**config.mk**
```make
export PLATFORM = sky130hd
export DESIGN_NAME = uart_rx_fifo
export DESIGN_NICKNAME = d
export VERILOG_FILES = /design/src/rtl/uart_rx_fifo_pkg.sv /design/src/rtl/uart_byte_fifo.sv /design/src/rtl/uart_rx_fifo.sv
export SDC_FILE = /design/constraint.sdc
export NUM_CORES = 1
export LEC_CHECK = 0
export CORE_ASPECT_RATIO = 2
export CORE_MARGIN = 2
export CORE_UTILIZATION = 45
export CTS_BUF_LIST = sky130_fd_sc_hd__clkbuf_8 sky130_fd_sc_hd__clkbuf_16
export DETAILED_ROUTE_END_ITERATION = 10
export GPL_TIMING_DRIVEN = 0
export HOLD_SLACK_MARGIN = 0.1
export SETUP_SLACK_MARGIN = 0.3
export SLEW_MARGIN = 20
export SYNTH_ARGS = -nofsm -noshare
export SYNTH_HDL_FRONTEND = slang
export SYNTH_SLANG_ARGS = --single-unit
```
**constraint.sdc**
```tcl
create_clock -name clk25mhz -period 3.3 [get_ports clk25mhz]
set_input_delay 0.33 -clock clk25mhz [delete_from_list [all_inputs] [get_ports clk25mhz]]
set_output_delay 0.33 -clock clk25mhz [all_outputs]
set_load 0.005 [all_outputs]
```
**src/rtl/uart_rx_fifo_pkg.sv**
```systemverilog
// Shared UART definitions: deframer state encoding and baud divisor derivation.
// The transmit side reuses the same constants.
package uart_rx_fifo_pkg;

    typedef enum logic [2:0] {
        ST_IDLE,
        ST_START,
        ST_DATA,
        ST_STOP,
        ST_BREAK
    } rx_state_e;

    localparam int unsigned DEF_CLK_HZ = 25_000_000;
    localparam int unsigned DEF_BAUD   = 115_200;

    // Rounded clocks-per-bit; 25 MHz / 115200 gives 217.
    function automatic int unsigned baud_div(input int unsigned clk_hz, input int unsigned baud);
        return (clk_hz + baud / 2) / baud;
    endfunction

endpackage

```
**src/rtl/uart_byte_fifo.sv**
```systemverilog
// Circular byte FIFO with a separate level counter. A push while full is only
// taken if a pop frees the head in the same cycle; otherwise it is dropped.
module uart_byte_fifo #(
    parameter int AW = 4
) (
    input  logic          clk,
    input  logic          rst_n,
    input  logic          push_i,
    input  logic [7:0]    din_i,
    input  logic          pop_i,
    output logic [7:0]    dout_o,
    output logic [AW:0]   level_o,
    output logic          full_o,
    output logic          empty_o,
    output logic          drop_o
);

    localparam logic [AW:0] DEPTH = (AW+1)'(2**AW);

    logic [7:0]    mem_q [2**AW];
    logic [AW-1:0] wptr_q, wptr_d, rptr_q, rptr_d;
    logic [AW:0]   level_q, level_d;
    logic          do_push, do_pop;

    assign empty_o = (level_q == '0);
    assign full_o  = (level_q == DEPTH);
    assign do_pop  = pop_i & ~empty_o;
    assign do_push = push_i & (~full_o | pop_i);
    assign drop_o  = push_i & full_o & ~pop_i;

    always_comb begin
        wptr_d  = do_push ? wptr_q + 1'b1 : wptr_q;
        rptr_d  = do_pop  ? rptr_q + 1'b1 : rptr_q;
        level_d = level_q;
        unique case ({do_push, do_pop})
            2'b10:   level_d = level_q + 1'b1;
            2'b01:   level_d = level_q - 1'b1;
            default: level_d = level_q;
        endcase
    end

    always_ff @(posedge clk or negedge rst_n) begin
        if (!rst_n) begin
            wptr_q  <= '0;
            rptr_q  <= '0;
            level_q <= '0;
        end else begin
            wptr_q  <= wptr_d;
            rptr_q  <= rptr_d;
            level_q <= level_d;
        end
    end

    always_ff @(posedge clk) begin
        if (do_push) mem_q[wptr_q] <= din_i;
    end

    assign dout_o  = empty_o ? 8'h00 : mem_q[rptr_q];
    assign level_o = level_q;

endmodule

```
**src/rtl/uart_rx_fifo.sv**
```systemverilog
// 8N1 UART receiver: synchroniser, oversampling deframer, byte FIFO,
// sticky error flags and hysteretic RTS flow control.
module uart_rx_fifo
    import uart_rx_fifo_pkg::*;
#(
    parameter int unsigned CLK_HZ = DEF_CLK_HZ,
    parameter int unsigned BAUD   = DEF_BAUD,
    parameter int          AW     = 4,
    parameter int          RTS_HI = 12,
    parameter int          RTS_LO = 4
) (
    input  logic          clk25mhz,
    input  logic          rst_n,
    input  logic          uart_rx,
    input  logic          rd_pop,
    input  logic          clr_err,
    output logic [7:0]    rx_data,
    output logic          rx_avail,
    output logic [AW:0]   rx_level,
    output logic          rx_overflow,
    output logic          framing_err,
    output logic          uart_rts
);

    localparam int unsigned DIV  = baud_div(CLK_HZ, BAUD);
    localparam int unsigned HALF = DIV / 2;
    localparam logic [7:0]  CNT_FULL = 8'(DIV - 1);
    localparam logic [7:0]  CNT_HALF = 8'(HALF - 1);
    localparam logic [AW:0] LVL_HI   = (AW+1)'(RTS_HI);
    localparam logic [AW:0] LVL_LO   = (AW+1)'(RTS_LO);

    rx_state_e   state_q, state_d;
    logic        rx_meta_q, rxs_q, rxs_prev_q;
    logic [7:0]  cnt_q, cnt_d;
    logic [2:0]  bit_q, bit_d;
    logic [7:0]  sreg_q, sreg_d;
    logic        ovf_q, ovf_d, ferr_q, ferr_d, rts_q, rts_d;
    logic        push, ferr_set, fifo_drop;
    logic        fifo_full, fifo_empty;

    always_comb begin
        state_d  = state_q;
        cnt_d    = cnt_q + 8'd1;
        bit_d    = bit_q;
        sreg_d   = sreg_q;
        push     = 1'b0;
        ferr_set = 1'b0;
        unique case (state_q)
            ST_IDLE: begin
                cnt_d = '0;
                if (rxs_prev_q && !rxs_q) state_d = ST_START;
            end
            ST_START: begin
                // Mid start bit: a line back high was only a glitch.
                if (cnt_q == CNT_HALF) begin
                    cnt_d   = '0;
                    bit_d   = '0;
                    state_d = rxs_q ? ST_IDLE : ST_DATA;
                end
            end
            ST_DATA: begin
                if (cnt_q == CNT_FULL) begin
                    cnt_d  = '0;
                    sreg_d = {rxs_q, sreg_q[7:1]};
                    bit_d  = bit_q + 3'd1;
                    if (bit_q == 3'd7) state_d = ST_STOP;
                end
            end
            ST_STOP: begin
                if (cnt_q == CNT_FULL) begin
                    cnt_d = '0;
                    if (rxs_q) begin
                        push    = 1'b1;
                        state_d = ST_IDLE;
                    end else begin
                        ferr_set = 1'b1;
                        state_d  = ST_BREAK;
                    end
                end
            end
            ST_BREAK: begin
                cnt_d = '0;
                if (rxs_q) state_d = ST_IDLE;
            end
            default: state_d = ST_IDLE;
        endcase
    end

    // Set events beat a simultaneous clear so no error is ever lost.
    always_comb begin
        ovf_d  = fifo_drop | (ovf_q & ~clr_err);
        ferr_d = ferr_set  | (ferr_q & ~clr_err);
        rts_d  = rts_q;
        if (rx_level >= LVL_HI)      rts_d = 1'b1;
        else if (rx_level <= LVL_LO) rts_d = 1'b0;
    end

    always_ff @(posedge clk25mhz or negedge rst_n) begin
        if (!rst_n) begin
            rx_meta_q  <= 1'b1;
            rxs_q      <= 1'b1;
            rxs_prev_q <= 1'b1;
            state_q    <= ST_IDLE;
            cnt_q      <= '0;
            bit_q      <= '0;
            sreg_q     <= '0;
            ovf_q      <= 1'b0;
            ferr_q     <= 1'b0;
            rts_q      <= 1'b0;
        end else begin
            rx_meta_q  <= uart_rx;
            rxs_q      <= rx_meta_q;
            rxs_prev_q <= rxs_q;
            state_q    <= state_d;
            cnt_q      <= cnt_d;
            bit_q      <= bit_d;
            sreg_q     <= sreg_d;
            ovf_q      <= ovf_d;
            ferr_q     <= ferr_d;
            rts_q      <= rts_d;
        end
    end

    uart_byte_fifo #(.AW(AW)) u_fifo (
        .clk     (clk25mhz),
        .rst_n   (rst_n),
        .push_i  (push),
        .din_i   (sreg_q),
        .pop_i   (rd_pop),
        .dout_o  (rx_data),
        .level_o (rx_level),
        .full_o  (fifo_full),
        .empty_o (fifo_empty),
        .drop_o  (fifo_drop)
    );

    assign rx_avail    = ~fifo_empty;
    assign rx_overflow = ovf_q;
    assign framing_err = ferr_q;
    assign uart_rts    = rts_q;

endmodule

```
==> impl_results.md, run 1 <==
- Row count: 64
- CP max stage delay: 0.58 ns
- Initial Util: 45.9%
- Initial antenna violation count: 0
- Worst-path cell chain: buf_6, buf_6, mux4_2, mux2i_1, o22ai_1, clkdlybuf4s50_1
- Area of the mapped netlist: 6980 sq um
- Commonest non-fill, non-tap cells in the layout: edfxtp_1 (128), dfrtp_1 (38), mux4_2 (32), nor2_1 (28), clkdlybuf4s50_1 (20)
- Final setup viols: 0
- CTS tree: built
- Pwr Density: 691 nW/um^2
- Vias per std cell: 5.49
- Post-synth net total: 417
- Post-route ant nets: 0
- Syn. warnings: 0
- Drt drc: 0
- Distinct cell type count after synthesis: 45
- Total Wirelength: 14200 um
- Max-slew violation count: 0
- Max_cap viols: 0
- Sink Count: 169
- Max FO, Critical Path: 10
- Worst-skew pair later-pin latency: 0.42 ns
- Crit path DAT: 2.56 ns
- GP Congestion: 0.881
- Critical path class: flip-flop to output port
- First-pass GRT wire length: 22300 um
- Post-synthesis instance total: 400
- Core ar.: 15200 sq um
- Min Tclk post-route: 2.89 ns
- Pleak: 3.06 nW
- HPWL after DPL: 9850 um
- Dpl cell area: 7480 sq um
- Crit path max-delay family: buffers and inverters
- Port Buffers: 21
- GRT Overall Usage: 18.5%
- Critical path required time: 2.97 ns
- Rel. slew slack: 41.6%
- Placed Cells: 620
- Via Count: 3597
- CP max-delay cell: mux4_2
- Mean Syn Cell Area: 17.4 sq um
- Buf/Inv on CP: 3
- Number of DRC markers in iteration 0: 144
- Endpoint class of the critical path: output port
- # diodes: 0
- Hold WC Path Type: input port to flip-flop
- Die height: 180 um
- CTS max path bufs: 2
- Overflow left after global routing: 0
- Die W: 92.1 um
- P&R area growth vs syn: 16.4%
- Vias in the first global route: 3863
- Status: completed
- RSZ-0062 raised after global routing: false
- Final worst path period share: 87.7%
- Io pins: 22
- Final hold viol count: 0
- Startpoint Class: flip-flop
- Fmax: 0.345 GHz
- Share of layout cells above drive strength 1: 23.2%
- Pre-antenna DRT Iters: 4
- Drt wl/cell: 21.6 um
- Most used cell, CP: buf_6
- Die area: 16600 sq um
- Tightest Pin Transition: 0.873 ns
- Final layout net count: 461
- H-tree depth: 4
- Design area: 8120 sq um
- Commonest non-fill, non-tap cell in the layout: edfxtp_1
- Skew final: 0.00814 ns
- Fin Hold WS: 0.316 ns
- Largest net degree at the start of global routing: 23
- Sequential element share of the synthesized area: 69.8%
- Root buf cell: clkbuf_16
- Peak VDD IR: 399 uV
- Post-route insts no fill: 655
- CTS clk-pin slew, worst paths: 0.07 ns
- Num CTS Buffers: 17
- Post-synthesis register bit count: 169
metal layers:
layer  up-vias  share of wire, %  GRT usage (%)
li1       1634                 -              -
met4         0               3.1           8.96
met5         -                 0              0
met1      1868                36           19.4
met3        22               2.6           3.14
met2        73                59           34.7
registers in the layout, indices dropped and copies added (netlist names):
register and flops:
framing_err 1, u_fifo.mem_q 128, rxs_prev_q 1, rx_meta_q 1
bit_q 3, u_fifo.rptr_q 4, u_fifo.wptr_q 4, uart_rts 1
cnt_q 8, state_q 3, sreg_q 8, rxs_q 1
rx_overflow 1, u_fifo.level_o 5
worst reg2reg max path, delay by kind of cell, from the launching register on:
| family | cells | cell delay (ns) |
|---|---|---|
| AOI/OAI and AO/OA | 2 | 0.55 |
| xor gates and xnor gates | 3 | 0.48 |
| adders and majority gates | 3 | 0.60 |
| buffers and inverters | 3 | 0.36 |
| DFF | 1 | 0.42 |
| and+or+nand+nor | 2 | 0.25 |
Yosys cell counts:
cell       count  area [sq um]
edfxtp_1     128          3840
dfrtp_1       38           951
mux4_2        32           721
nor2_1        28           105
mux2i_1       16           160
nand2_1       14          52.6
ha_1          12           150
mux2_2        12           135
inv_1         11          41.3
xnor2_1       11          96.3
nor3_1         9          45.0
o22ai_1        9          56.3
a21oi_1        8          40.0
buf_2          8          40.0
xor2_1         8          70.1
clkbuf_1       7          26.3
nand3_1        5          25.0
o21ai_0        5          25.0
buf_1          3          11.3
dfstp_2        3          78.8
nand2b_1       3          18.8
nor2b_1        3          18.8
a22o_1         2          17.5
and3b_1        2          17.5
nand4_1        2          12.5
nand4bb_1      2          22.5
a2111oi_4      1          27.5
a21boi_1       1          7.51
a221oi_1       1          8.76
a32oi_1        1          8.76
and3_1         1          6.26
buf_4          1          7.51
nand2_2        1          6.26
nand3b_1       1          7.51
nand4b_4       1          23.8
nor3b_1        1          7.51
nor4_1         1          6.26
nor4_4         1          21.3
nor4b_1        1          8.76
o21a_1         1          7.51
o21bai_1       1          7.51
o221a_2        1          11.3
o31ai_1        1          7.51
o32ai_1        1          8.76
or3_1          1          6.26
final timing paths:
kind                                   from                 to  slack (ns)  depth (start not counted)
min in group asynchronous             rst_n  u_fifo.level_o[0]        0.43                          2
max in group asynchronous             rst_n         rxs_prev_q        2.29                          3
max reg2reg                        cnt_q[0]  u_fifo.level_o[2]        0.54                         13
max                        u_fifo.rptr_q[0]         rx_data[1]        0.41                          6
min                                 uart_rx          rx_meta_q        0.32                          1
min reg2reg                       rx_meta_q              rxs_q        0.36                          0
where the power goes:
| group | switching, W | total (W) | internal (W) | leakage, nW |
|---|---|---|---|---|
| Combinational | 0.000594 | 0.00117 | 0.000571 | 0.932 |
| Sequential | 0.000134 | 0.00251 | 0.00237 | 1.86 |
| Clock | 0.000825 | 0.00194 | 0.00111 | 0.268 |
per-stage QoR:
stage,total power (W),util (%),worst slack [ns],setup TNS (ns)
after floorplan,0.00332,-,0.571,0
after global placement,0.00365,48.9,-0.00392,-0.0277
after detailed placement,0.00368,49.2,0.204,0
after CTS,0.00566,53.3,0.342,0
after global routing,0.00586,53.4,0.305,0
final,0.00561,53.4,0.405,0
cell type report:
cell class | count | area (sq um)
Clock buffer | 17 | 425
Multi-Input combinational cell | 201 | 2000
Buffer | 19 | 121
Inverter | 11 | 41.3
Sequential cell | 169 | 4870
Clock inverter | 15 | 150
Tap cell | 198 | 248
Fill cell | 1253 | 7100
Timing Repair Buffer | 25 | 258
kinds of logic (layout without fill, tap and decap cells):
group	count (synthesis)	after routing	share of synthesized area, %
adders and majority gates	12	12	2.15
and+or+nand+nor	77	77	5.90
muxes	60	60	14.6
buffers and inverters	30	87	1.81
DFF	169	169	69.8
xor gates and xnor gates	19	19	2.38
AOI/OAI and AO/OA	33	33	3.35
repair_timing:
item	4_1_cts	5_1_grt
hold buffers	1	0
gates resized for setup	11	8
hold endpoints to repair	19	0
pin swaps	2	0
endpoints found under the setup margin	10	10
buffers inserted	2	0
(Power assumes the default switching activity.)
==> run 2: changes to the inputs <==
Clock period 3.3 ns to 3.6 ns, I/O delays scaled along.
==> run 2 against run 1 <==
Register-to-register slack better by 0.14 ns. Wire length is essentially flat. Non-clock buffer count grew 1. Worst setup slack better by 0.038 ns. Critical path type unchanged. Critical endpoint is now rx_data[4].
==> impl_results.md, run 2 (synthesized netlist as in run 1, its figures left out) <==
- H-tree depth: 4 (unchanged)
- Setup TNS: 0 ns (unchanged)
- P&R area growth vs syn: 16.0%
- Drt drc: 0 (unchanged)
- Endpoint class of the critical path: output port
- Worst hold stages: 1 (unchanged)
- Root buf cell: clkbuf_16
- R2R cell count: 13 (unchanged)
- Startpoint Class: flip-flop
- Hold Crit Start: uart_rx
- Die height: 180 um (unchanged)
- Io pins: 22 (unchanged)
- Status: completed
- Final setup viols: 0 (unchanged)
- Dpl cell area: 7480 sq um (unchanged)
- Initial Util: 45.9% (unchanged)
- Pre-antenna DRT Iters: 4 (unchanged)
- Initial antenna violation count: 0 (unchanged)
- CTS clk-pin slew, worst paths: 0.07 ns (about the same)
- HPWL after DPL: 9850 um (unchanged)
- R2r setup slk: 0.68 ns (+0.14 ns)
- Worst-skew pair later-pin latency: 0.42 ns (about the same)
- Total Wirelength: 14200 um (about the same)
- CP max-delay cell: mux4_2
- Rel. slew slack: 41.5% (about the same)
- Number of DRC markers in iteration 0: 180 (+25%)
- Commonest non-fill, non-tap cell in the layout: edfxtp_1
- Tightest Pin Transition: 0.874 ns (+0.000617 ns)
- Pleak: 3.05 nW (-0.38%)
- Core ar.: 15200 sq um (unchanged)
- Peak VDD IR: 354 uV (-11%)
- Buf/Inv on CP: 3 (unchanged)
- Final worst path period share: 87.7%
- Final layout net count: 462 (+0.22%)
- GRT Overall Usage: 18.4% (-0.027 points)
- Sequential Area: 4870 sq um (unchanged)
- Skew final: 0.00800 ns (-0.000145 ns)
- Largest net degree at the start of global routing: 23 (unchanged)
- # diodes: 0 (unchanged)
- Crit path max-delay family: buffers and inverters
- Post-route ant nets: 0 (unchanged)
- WHS Endpoint: rx_meta_q
- Drt wl/cell: 21.6 um (-0.23%)
- Post-route insts no fill: 656 (+0.15%)
- GP Congestion: 0.881 (unchanged)
- Fmax: 0.317 GHz
- Post-Place Worst Slack: 0.474 ns (+0.270 ns)
- RR Startpoint: cnt_q[0]
- Vias per std cell: 5.48 (-0.21%)
- CTS max path bufs: 2 (unchanged)
- Biggest register: u_fifo.mem_q
- Hold WC Path Type: input port to flip-flop
- Design area: 8100 sq um (-0.26%)
- Placed Cells: 620 (unchanged)
- Port Buffers: 21 (unchanged)
- Multi-input logic area: 2000 sq um (-0.19%)
- Overflow left after global routing: 0 (unchanged)
- Via Count: 3595 (-0.056%)
- RSZ-0062 raised after global routing: true
- # fillers: 1257 (+0.32%)
- Largest registers: u_fifo.mem_q x128, cnt_q x8, sreg_q x8
- Num CTS Buffers: 17 (unchanged)
- Critical path class: flip-flop to output port
- Sink Count: 169 (unchanged)
- Max-slew violation count: 0 (unchanged)
- CP max stage delay: 0.59 ns (about the same)
- First-pass GRT wire length: 22200 um (-0.22%)
- R2R Path End: u_fifo.level_o[2]
- Row count: 64 (unchanged)
- Worst-path cell chain: buf_2, clkbuf_4, mux4_2, mux2i_1, o22ai_1, clkdlybuf4s50_1
- Commonest non-fill, non-tap cells in the layout: edfxtp_1 (128), dfrtp_1 (38), mux4_2 (32), nor2_1 (28), clkdlybuf4s50_1 (20)
- Max FFs per register: 128 (unchanged)
- Vias in the first global route: 3862 (-0.026%)
- CTS tree: built
- Share of layout cells above drive strength 1: 22.5% (-0.71 points)
- Final hold viol count: 0 (unchanged)
- Crit path DAT: 2.80 ns (+0.24 ns)
- Pwr Density: 630 nW/um^2 (-8.9%)
- Max FO, Critical Path: 10 (unchanged)
- Setup ws final: 0.444 ns (+0.0385 ns)
- Die W: 92.1 um (unchanged)
- Critical path required time: 3.24 ns (+0.27 ns)
- Die area: 16600 sq um (unchanged)
- Fin Hold WS: 0.345 ns (+0.0293 ns)
- Max_cap viols: 0 (unchanged)
- Min Tclk post-route: 3.16 ns
[run 2: cell types whose count changed in the layout (fill, tap and decap cells not counted)]
cell      delta
clkbuf_4     +3
clkbuf_1     +3
buf_6        -3
buf_4        +1
clkbuf_2     -2
buf_8        -1
a21boi_2     -1
a21boi_1     +1
[run 2: final cells by class]
| class | count | share of cell area [%] |
|---|---|---|
| sequential | 169 | 60.2 |
| multi-input combinational | 201 | 24.7 |
| clock buffer | 17 | 5.25 |
| timing repair buffer | 26 | 3.28 |
| tap | 198 | 3.06 |
| clock inverter | 15 | 1.85 |
| buffer | 19 | 1.19 |
| inverter | 11 | 0.510 |
[run 2: worst max path at each step]
| stage | endpoint | from | cells past startpoint |
|---|---|---|---|
| after floorplan | u_fifo.level_o[4] | cnt_q[0] | 13 |
| after global placement | u_fifo.mem_q[1][0] | rd_pop | 5 |
| after detailed placement | u_fifo.level_o[2] | rd_pop | 12 |
| after CTS | rx_data[4] | u_fifo.rptr_q[0] | 6 |
| after global routing | rx_data[4] | u_fifo.rptr_q[0] | 6 |
| final | rx_data[4] | u_fifo.rptr_q[0] | 6 |
[run 2: timing repair]
item                       CTS  global route
setup endpoints to repair    7             8
hold endpoints to repair    19             0
hold buffers                 1             0
pin swaps                    0             1
setup buffers                0             3
resized for setup            3             3
[run 2: power breakdown]
| part | total [W] | internal [W] | leakage, nW | switching, W |
|---|---|---|---|---|
| registers | 0.00230 | 0.00218 | 1.86 | 0.000120 |
| clock network | 0.00177 | 0.00102 | 0.268 | 0.000753 |
| logic | 0.00103 | 0.000491 | 0.921 | 0.000539 |
[run 2: layer usage]
layer  track usage, %  vias to the layer above  wire [um]
met5                0                        -          0
met2             34.6                       68       8240
met3             3.14                       23        313
met1             19.5                     1865       5160
li1                 -                     1639          -
met4             8.96                        0        435
[run 2: per-stage QoR]
step                power (W)  utilization (%)
global placement      0.00335             48.9
floorplan             0.00305                -
global route          0.00533             53.2
finish                0.00510             53.2
CTS                   0.00515             53.0
detailed placement    0.00337             49.2
==> run 3: changes to the inputs <==
Settings changed: CORE_UTILIZATION 45 to 40, CTS_CLUSTER_DIAMETER set to 60, SYNTH_HIERARCHICAL set to 1.
==> run 3 against run 2 <==
Final cell count rose by 6.3%. Cell area rose by 3.3%. Sequential cell count did not move. Combinational power fell by 83%. Synthesized cell count rose by 4.5%. Global-route usage fell by 3.4 points. First-iteration DRC count rose by 9.4%. Fmax fell by 0.85%. Clock power barely moved. Largest cell class unchanged. Highest routed layer unchanged.
==> impl_results.md, run 3 <==
- Status: completed
- Via Count: 3682 (+2.4%)
- Share of layout cells above drive strength 1: 26.9% (+4.4 points)
- Row count: 69 (+7.8%)
- Crit path max-delay family: simple AND/OR/NAND/NOR gates
- Pleak: 3.26 nW (+6.9%)
- Setup TNS: 0 ns (unchanged)
- Crit path DAT: 3.47 ns (+0.67 ns)
- CTS max path bufs: 2 (unchanged)
- Final setup viols: 0 (unchanged)
- Mean Syn Cell Area: 17.1 sq um (-2.0%)
- Fmax: 0.314 GHz (-0.85%)
- Syn. warnings: 6 (+6)
- Vias per std cell: 5.28 (-3.6%)
- Dpl cell area: 7690 sq um (+2.8%)
- Pre-antenna DRT Iters: 4 (unchanged)
- Skew final: 0.0131 ns (+0.00514 ns)
- Post-route ant nets: 0 (unchanged)
- Biggest register: u_fifo/mem_q
- Startpoint Class: flip-flop
- Initial Util: 40.6% (-5.3 points)
- Sink Count: 169 (unchanged)
- Worst-path cell chain: buf_6, or3_4, or3_4, and2_4, ha_1, clkbuf_4, xor2_1, ha_1, o211a_1, or4_1, o211ai_1, a311oi_1
- CP max-delay cell: dfrtp_1
- Port Buffers: 21 (unchanged)
- Die area: 19000 sq um (+15%)
- # fillers: 1524 (+21%)
- # diodes: 0 (unchanged)
- Worst-skew pair later-pin latency: 0.42 ns (about the same)
- Hold WC Path Type: input port to flip-flop
- Drt drc: 0 (unchanged)
- Largest registers: u_fifo/mem_q x128, cnt_q x8, sreg_q x8
- Multi-input logic area: 2120 sq um (+6.0%)
- Pwr Density: 492 nW/um^2 (-22%)
- R2r setup slk: 0.42 ns (-0.26 ns)
- Final layout net count: 489 (+5.8%)
- Commonest non-fill, non-tap cell in the layout: edfxtp_1
- Critical path class: flip-flop to flip-flop
- CTS tree: built
- CTS clk-pin slew, worst paths: 0.07 ns (about the same)
- Critical path required time: 3.89 ns (+0.65 ns)
- Sequential Area: 4870 sq um (about the same)
- Post-synth net total: 436 (+4.6%)
- First-pass GRT wire length: 21400 um (-3.6%)
- Final hold viol count: 0 (unchanged)
- Area of the mapped netlist: 7150 sq um (+2.5%)
- Tightest Pin Transition: 0.874 ns (-0.0000701 ns)
- Core ar.: 17600 sq um (+16%)
- Overflow left after global routing: 0 (unchanged)
- Max FFs per register: 128 (unchanged)
- Min Tclk post-route: 3.18 ns (+0.0272 ns)
- Die height: 193 um (+7.2%)
- RSZ-0062 raised after global routing: true
- Die W: 98.5 um (+7.0%)
- Final worst path period share: 88.4% (+0.76 points)
- GRT Overall Usage: 15.0% (-3.4 points)
- Vias in the first global route: 3804 (-1.5%)
- Setup ws final: 0.416 ns (-0.0272 ns)
- Endpoint class of the critical path: flip-flop
- Post-synthesis instance total: 418 (+4.5%)
- Post-Place Worst Slack: 0.0581 ns (-0.416 ns)
- GP Congestion: 0.790 (-10%)
- Fin Hold WS: 0.351 ns (+0.00599 ns)
- Design area: 8360 sq um (+3.3%)
- Rel. slew slack: 41.5% (about the same)
- Num CTS Buffers: 17 (unchanged)
- Total Wirelength: 13300 um (-5.7%)
- Io pins: 22 (unchanged)
- CP max stage delay: 0.42 ns (-0.17 ns)
- Buf/Inv on CP: 2 (-1)
- Drt wl/cell: 19.1 um (-11%)
- P&R area growth vs syn: 17.0%
- HPWL after DPL: 8830 um (-10%)
- Max FO, Critical Path: 10 (unchanged)
- Largest net degree at the start of global routing: 32 (+39%)
- Initial antenna violation count: 0 (unchanged)
- Peak VDD IR: 372 uV (+5.0%)
- Max-slew violation count: 0 (unchanged)
- H-tree depth: 4 (unchanged)
- Root buf cell: clkbuf_16
- Number of DRC markers in iteration 0: 197 (+9.4%)
- Commonest non-fill, non-tap cells in the layout: edfxtp_1 (128), dfrtp_1 (37), mux4_2 (32), nor2_1 (22), clkdlybuf4s50_1 (20)
- Max_cap viols: 0 (unchanged)
==> run 3: layer usage <==
layer	up-vias	share of wire (%)	global-route usage, %
met1	1889	43	19.2
met5	-	0	0
met4	0	1.6	5.53
met3	16	2.4	2.74
li1	1718	-	-
met2	59	53	25.8
==> run 3: final cells by class <==
| type | count | share of cell area [%] |
|---|---|---|
| buffer | 21 | 1.62 |
| clock buffer | 17 | 5.09 |
| clock inverter | 15 | 1.90 |
| inverter | 19 | 0.853 |
| multi-input combinational | 209 | 25.3 |
| sequential | 169 | 58.3 |
| tap | 213 | 3.19 |
| timing repair buffer | 34 | 3.74 |
==> run 3: timing repair <==
| action | in CTS | in global routing |
|---|---|---|
| endpoints found under the hold margin | 10 | 0 |
| endpoints found under the setup margin | 1 | 9 |
| gates resized for setup | 5 | 5 |
| hold buffers | 1 | 0 |
| pin swaps | 0 | 2 |
| setup buffers | 0 | 7 |
==> run 3: worst paths after layout <==
| kind | start | to | cells past startpoint |
|---|---|---|---|
| setup / recovery | u_fifo/level_o[2] | u_fifo/level_o[4] | 12 |
| hold / removal | uart_rx | rx_meta_q | 1 |
| setup reg to reg | u_fifo/level_o[2] | u_fifo/level_o[4] | 12 |
| hold reg to reg | rx_meta_q | rxs_q | 0 |
| max in group asynchronous | rst_n | rxs_q | 3 |
| min in group asynchronous | rst_n | cnt_q[0] | 2 |
==> run 3: power breakdown <==
group | internal (W) | switching (W)
Sequential | 0.00212 | 0.0000481
Combinational | 0.0000959 | 0.0000818
Clock | 0.000980 | 0.000794
Total | 0.00319 | 0.000924
==> run 3: worst reg2reg max path: cells and delay by family, from the launching register on <==
| family | cells | cell delay (ns) |
|---|---|---|
| compound gates | 3 | 0.40 |
| xor+xnor | 1 | 0.16 |
| simple gates | 4 | 1.30 |
| flops | 1 | 0.42 |
| fa+ha+maj | 2 | 0.43 |
| buf+inv | 2 | 0.34 |
==> run 3: per-stage QoR <==
stage,utilization (%),instances,power [W]
final,47.5,697,0.00412
after global routing,47.5,697,0.00428
after CTS,47.1,690,0.00413
after detailed placement,43.7,657,0.00235
after global placement,43.3,652,0.00234
after floorplan,-,418,0.00230
